### src/rtl/pathfinding_pkg.sv
// Shared types for the pathfinding front end.
//   wrState_t : state encoding of the coordinate store writer
//   coord_t   : packed (x,y) pair at the default coordinate width
//   DEF_COORD_W : default width of one coordinate component
package pathfinding_pkg;

  localparam int DEF_COORD_W = 8;

  typedef enum logic [1:0] {
    IDLE   = 2'd0,
    SCAN   = 2'd1,
    WRITE  = 2'd2,
    SEALED = 2'd3
  } wrState_t;

  typedef struct packed {
    logic [DEF_COORD_W-1:0] x;
    logic [DEF_COORD_W-1:0] y;
  } coord_t;

endpackage

### src/rtl/coord_regfile.sv
// Register file holding the unique node coordinates.
//   clk, reset        : clock; reset clears only the registered read data
//   wr_en/wr_addr     : single write port, stores {wr_x, wr_y}
//   scan_idx          : combinational compare-read port -> scan_x/scan_y
//   rd_load/rd_clear  : registered read port control; load captures
//                       mem[rd_addr], clear forces the read data to zero,
//                       neither holds the previous read data
//   rd_x/rd_y         : registered read data
// The array itself is never reset; the writer's count says which entries
// hold meaningful data.
module coord_regfile
  import pathfinding_pkg::*;
#(
  parameter int COORD_W = DEF_COORD_W,
  parameter int DEPTH   = 64,
  parameter int ADDR_W  = $clog2(DEPTH)
) (
  input  logic               clk,
  input  logic               reset,
  input  logic               wr_en,
  input  logic [ADDR_W-1:0]  wr_addr,
  input  logic [COORD_W-1:0] wr_x,
  input  logic [COORD_W-1:0] wr_y,
  input  logic [ADDR_W-1:0]  scan_idx,
  output logic [COORD_W-1:0] scan_x,
  output logic [COORD_W-1:0] scan_y,
  input  logic               rd_load,
  input  logic               rd_clear,
  input  logic [ADDR_W-1:0]  rd_addr,
  output logic [COORD_W-1:0] rd_x,
  output logic [COORD_W-1:0] rd_y
);

  logic [2*COORD_W-1:0] mem [DEPTH];
  logic [2*COORD_W-1:0] rd_q_p1;

  always_ff @(posedge clk) begin
    if (wr_en) begin
      mem[wr_addr] <= {wr_x, wr_y};
    end
  end

  assign scan_x = mem[scan_idx][2*COORD_W-1:COORD_W];
  assign scan_y = mem[scan_idx][COORD_W-1:0];

  // read stage boundary: one cycle from rd_addr to rd_x/rd_y
  always_ff @(posedge clk) begin
    if (reset) begin
      rd_q_p1 <= '0;
    end else if (rd_load) begin
      rd_q_p1 <= mem[rd_addr];
    end else if (rd_clear) begin
      rd_q_p1 <= '0;
    end
  end

  assign rd_x = rd_q_p1[2*COORD_W-1:COORD_W];
  assign rd_y = rd_q_p1[COORD_W-1:0];

endmodule

### src/rtl/coord_mem_writer.sv
// Coordinate store writer, downstream of the coordinate-entry FSM.
// Accepts one (x,y) per valid/ready handshake, scans the stored entries
// one per cycle to drop duplicates, appends unique pairs, and once
// finish_init is seen in IDLE seals the store and serves reads.
//   clk, reset              : clock, synchronous active-high reset
//   coord_valid/x/y, ready  : input handshake for one coordinate pair
//   finish_init             : level request to seal the store
//   rd_en, rd_addr          : read request, honoured only when sealed
//   rd_x, rd_y, rd_valid    : registered read response (1-cycle latency)
//   count, full             : stored entries, count == DEPTH
//   dup_drop                : one-cycle pulse on duplicate rejection
//   err_overflow            : sticky, coord_valid while full and unsealed
//   done                    : store sealed
module coord_mem_writer
  import pathfinding_pkg::*;
#(
  parameter int COORD_W = DEF_COORD_W,
  parameter int DEPTH   = 64,
  parameter int ADDR_W  = $clog2(DEPTH)
) (
  input  logic               clk,
  input  logic               reset,
  input  logic               coord_valid,
  input  logic [COORD_W-1:0] coord_x,
  input  logic [COORD_W-1:0] coord_y,
  output logic               coord_ready,
  input  logic               finish_init,
  input  logic               rd_en,
  input  logic [ADDR_W-1:0]  rd_addr,
  output logic [COORD_W-1:0] rd_x,
  output logic [COORD_W-1:0] rd_y,
  output logic               rd_valid,
  output logic [ADDR_W:0]    count,
  output logic               full,
  output logic               dup_drop,
  output logic               err_overflow,
  output logic               done
);

  localparam logic [ADDR_W:0] DEPTH_CNT = (ADDR_W+1)'(DEPTH);
  localparam logic [ADDR_W:0] CNT_ONE   = (ADDR_W+1)'(1);

  wrState_t           state;
  logic [ADDR_W-1:0]  scan_idx;
  logic [COORD_W-1:0] pend_x;
  logic [COORD_W-1:0] pend_y;
  logic [COORD_W-1:0] scan_x;
  logic [COORD_W-1:0] scan_y;
  logic [ADDR_W:0]    count_m1;
  logic               xfer;
  logic               scan_match;
  logic               scan_last;
  logic               wr_en;
  logic               rd_hit;
  logic               rd_clear;

  assign full        = (count == DEPTH_CNT);
  assign coord_ready = (state == IDLE) && !full && !reset;
  assign xfer        = coord_valid && coord_ready;

  assign count_m1   = count - CNT_ONE;
  assign scan_match = (scan_x == pend_x) && (scan_y == pend_y);
  assign scan_last  = ({1'b0, scan_idx} == count_m1);

  // count never exceeds DEPTH, so the guard only matters if the FSM were
  // ever to reach WRITE with a full store.
  assign wr_en = (state == WRITE) && !full;

  assign rd_hit   = rd_en && (state == SEALED) && ({1'b0, rd_addr} < count);
  assign rd_clear = rd_en && !rd_hit;

  // Pending pair is data: captured on transfer, never reset.
  always_ff @(posedge clk) begin
    if (xfer) begin
      pend_x <= coord_x;
      pend_y <= coord_y;
    end
  end

  always_ff @(posedge clk) begin
    if (reset) begin
      state        <= IDLE;
      count        <= '0;
      scan_idx     <= '0;
      dup_drop     <= 1'b0;
      err_overflow <= 1'b0;
      done         <= 1'b0;
      rd_valid     <= 1'b0;
    end else begin
      dup_drop <= 1'b0;
      rd_valid <= rd_hit;
      case (state)
        IDLE: begin
          if (xfer) begin
            if (count == '0) begin
              state <= WRITE;
            end else begin
              scan_idx <= '0;
              state    <= SCAN;
            end
          end else begin
            if (coord_valid && full) begin
              err_overflow <= 1'b1;
            end
            // A transfer wins over finish_init; sealing waits for the
            // next IDLE cycle in which finish_init is still high.
            if (finish_init) begin
              state <= SEALED;
              done  <= 1'b1;
            end
          end
        end
        SCAN: begin
          if (scan_match) begin
            dup_drop <= 1'b1;
            state    <= IDLE;
          end else if (scan_last) begin
            state <= WRITE;
          end else begin
            scan_idx <= scan_idx + 1'b1;
          end
        end
        WRITE: begin
          if (!full) begin
            count <= count + CNT_ONE;
          end
          state <= IDLE;
        end
        SEALED: begin
          done <= 1'b1;
        end
        default: begin
          state <= IDLE;
        end
      endcase
    end
  end

  coord_regfile #(
    .COORD_W (COORD_W),
    .DEPTH   (DEPTH),
    .ADDR_W  (ADDR_W)
  ) u_regfile (
    .clk      (clk),
    .reset    (reset),
    .wr_en    (wr_en),
    .wr_addr  (count[ADDR_W-1:0]),
    .wr_x     (pend_x),
    .wr_y     (pend_y),
    .scan_idx (scan_idx),
    .scan_x   (scan_x),
    .scan_y   (scan_y),
    .rd_load  (rd_hit),
    .rd_clear (rd_clear),
    .rd_addr  (rd_addr),
    .rd_x     (rd_x),
    .rd_y     (rd_y)
  );

endmodule

### config.mk
export PLATFORM = sky130hd
export DESIGN_NAME = coord_mem_writer
export DESIGN_NICKNAME = d
export VERILOG_FILES = /design/src/rtl/pathfinding_pkg.sv /design/src/rtl/coord_regfile.sv /design/src/rtl/coord_mem_writer.sv
export SDC_FILE = /design/constraint.sdc
export NUM_CORES = 1
export LEC_CHECK = 0
export BUFFER_PORTS_ARGS = -buffer_cell sky130_fd_sc_hd__buf_2
export CAP_MARGIN = 20
export CORE_MARGIN = 5
export CORE_UTILIZATION = 60
export DETAILED_ROUTE_END_ITERATION = 8
export MAX_ROUTING_LAYER = met4
export PLACE_DENSITY = 0.76
export SLEW_MARGIN = 20
export SYNTH_ARGS = -nofsm -noshare
export SYNTH_HDL_FRONTEND = slang
export SYNTH_SLANG_ARGS = --single-unit
### constraint.sdc
create_clock -name clk -period 7.2 [get_ports clk]
set_clock_uncertainty 0.2 [all_clocks]
set_input_delay 1.8 -clock clk [delete_from_list [all_inputs] [get_ports clk]]
set_output_delay 1.8 -clock clk [all_outputs]
set_load 0.1 [all_outputs]
==> run summary <==
Fillers -> 5272
R2R Setup Slk -> 2180 ps
max_cap viols -> 0
Post-Route Setup TNS -> 0 ps
die area -> 90300 µm²
DRT Pass-1 Iters -> 7
HP Start -> u_regfile.rd_q_p1[4]
RSZ-0062 raised after global routing -> no
Placer Congestion -> 0.970
Max clock buf depth -> 3
TritonCTS clock tree -> done
Critical-path top delay cell -> clkinv_1
synth-to-layout area growth -> 11.4%
initial antenna violation count -> 4
Hold Path Sink -> u_regfile.rd_q_p1[4]
ys flop type -> edfxtp_1
Startpoint Class -> input port
Netlist Area Pre-Place -> 50600 µm²
Starting DRT DRC Count -> 4629
largest area contributor in the synthesized netlist -> edfxtp_1
ys async rst share -> 0
Max Fclk -> 190 MHz
Synth Warn # -> 0
Post-DRT Antenna Nets -> 0
drt drc -> 0
largest net degree at the start of global routing -> 117
H-tree depth -> 3
# rows -> 106
Worst Path Max Fanout -> 24
Initial Util -> 0.605
number of buffers inserted by hold repair at cts -> 0
leakage power -> 17.4 nW
CP Class -> input port to output port
Clock Latency Late Sink -> 690 ps
final-report setup violation count -> 0
critical-path cell list -> buf_2 > clkinv_1 > and3_1 > buf_2
Slew @ Worst Pin -> 1220 ps
vias per inst -> 7.63
average size of a mapped cell -> 19.2 µm²
drt total wl -> 154 mm
post-layout minimum cycle time -> 5260 ps
Post-Syn Nets -> 2678
GRT Total Usage -> 0.352
Post-synth EDFFs -> 1040
synthesized flop and latch total -> 1081
post-synth cell types -> 72
Die Ht -> 301 µm
Final Hold Fails -> 0
Post-CTS Resized -> 0
status -> finished clean
Inserted Clock Buffers -> 108
number of port buffers -> 55
Die Wd -> 301 µm
ranking of synthesized cells by area -> edfxtp_1 (62%), mux4_2 (23%), mux2i_1 (3.2%)
Slew headroom -> 0.186
DP HPWL -> 93.6 mm
CP Data Arrival Time -> 3260 ps
post-synthesis sequential area ratio -> 0.633
share of cells above drive strength 1 -> 0.350
clock sink count -> 1081
top cell type's share of synthesized area -> 0.617
root buf cell -> clkbuf_16
CP max stage delay -> 440 ps
Max Slew Vio Count -> 0
period utilization -> 0.730
post-CTS setup buffer count -> 0
first-pass GRT wire length -> 218 mm
routed len/inst -> 38.8 µm
Synth top cells by count -> edfxtp_1 (1040), mux4_2 (518), mux2i_1 (160)
worst hold margin -> 273 ps
cells after synthesis -> 2639
hold path depth -> 2
Vias -> 30340
hold crit path type -> flop to flop
Core Region -> 83700 µm²
Worst EP required -> 5200 ps
cell mode on critical path -> buf_2
Max VDD drop -> 412 µV
I/O Pins -> 56
Worst Reg2Reg Path Length in Cells -> 11
top-count cell post-synth -> edfxtp_1
pwr dens -> 262 nW/µm²
CTS clk-pin slew, worst paths -> 60 ps
Final #Nets -> 2782
Critical Path Sink Type -> output port
Overflow after GRT -> 0
vias in the first global route -> 30410
==> routing by layer <==
| metal | part of all wire | routed length, µm | global-route usage | vias up |
|---|---|---|---|---|
| li1 | - | - | - | 11472 |
| met1 | 0.33 | 51500 | 0.454 | 15668 |
| met2 | 0.46 | 70500 | 0.515 | 2721 |
| met3 | 0.15 | 22900 | 0.115 | 479 |
| met4 | 0.060 | 9230 | 0.166 | 0 |
| met5 | 0 | 0 | - | - |
==> layout by cell type (no fill, tap or decap), types with 8 or more instances in the layout <==
cell type      n
clkbuf_1      21
buf_12        12
buf_4        117
clkinv_2      22
o21ai_0       23
clkinv_1      15
mux2i_1      160
a22o_1        15
a211oi_1      11
a22oi_1       48
and3_1        10
nand3_1       38
a31oi_1       21
nor3_1        10
nor2_2        64
nor2b_1       19
edfxtp_1    1040
nor4_1         9
a221oi_1      14
ha_1          12
xnor2_1       22
nand2b_1      14
nand2_1       79
nor2_1        64
a21oi_1       41
o211ai_1       8
clkinvlp_4     9
o22ai_1       10
dfxtp_1       36
mux2_2        26
clkbuf_16    111
xor2_1        20
nand4_1       10
bufinv_16     19
mux4_2       518
inv_1         15
buf_2         51
==> worst max path at each step <==
stage                     slack (ps)       start  cells past startpoint              endpoint
after floorplan                 2440    count[0]                     12              state[1]
after global placement          1780  rd_addr[0]                      9  u_regfile.rd_q_p1[0]
after detailed placement        1710  rd_addr[0]                      9  u_regfile.rd_q_p1[5]
after CTS                       1970       reset                      4           coord_ready
after global routing            1840       reset                      4           coord_ready
final                           1940       reset                      4           coord_ready
==> cell families (layout without fill, tap and decap cells) <==
| group | count (synthesis) | count (layout) | share of synthesized area |
|---|---|---|---|
| xor gates and xnor gates | 42 | 42 | 0.00726 |
| buffers and inverters | 209 | 407 | 0.0226 |
| and+or+nand+nor | 352 | 352 | 0.0328 |
| muxes | 704 | 704 | 0.268 |
| DFF | 1081 | 1081 | 0.633 |
| other | 0 | 7 | 0 |
| AOI/OAI and AO/OA | 239 | 239 | 0.0337 |
| adders and majority gates | 12 | 12 | 0.00296 |
==> flip-flops by register name, indices dropped and copies added, names as in the netlist, 2 cells and up, named ones only <==
register,cells
state,2
pend_y,8
count,7
scan_idx,6
u_regfile.mem,1024
pend_x,8
u_regfile.rd_q_p1,16
==> area by class of cell <==
type / count / area [µm²] / share of cell area
timing repair buffer: 184 / 1430 / 0.0254
antenna: 7 / 17.5 / 0.000311
clock inverter: 68 / 856 / 0.0152
tap: 1134 / 1420 / 0.0252
inverter: 19 / 71.3 / 0.00126
clock buffer: 136 / 2910 / 0.0516
multi-input combinational: 1349 / 17600 / 0.313
sequential: 1081 / 32100 / 0.568
==> worst max-delay path, delay by kind of cell <==
| family | cells | cell delay (ps) |
|---|---|---|
| buffers and inverters | 3 | 1150 |
| AND/OR/NAND/NOR | 1 | 300 |
==> where the power goes <==
group,internal [mW],total [mW],leakage [nW],switching [mW]
logic,0.650,1.72,5.87,1.07
clock network,3.55,5.97,1.83,2.42
registers,7.03,7.10,9.69,0.0678
total,11.2,14.8,17.4,3.56
==> metrics by stage <==
stage	power, mW	area (µm²)	util	std cells	setup slack (ps)
after floorplan	8.39	50600	-	2639	2440
after global placement	8.85	52600	0.628	3765	1780
after detailed placement	8.90	52600	0.628	3765	1710
after CTS	14.8	56400	0.673	3969	1970
after global routing	15.2	56400	0.674	3975	1840
final	14.8	56400	0.674	3978	1940
(Power assumes the default switching activity.)
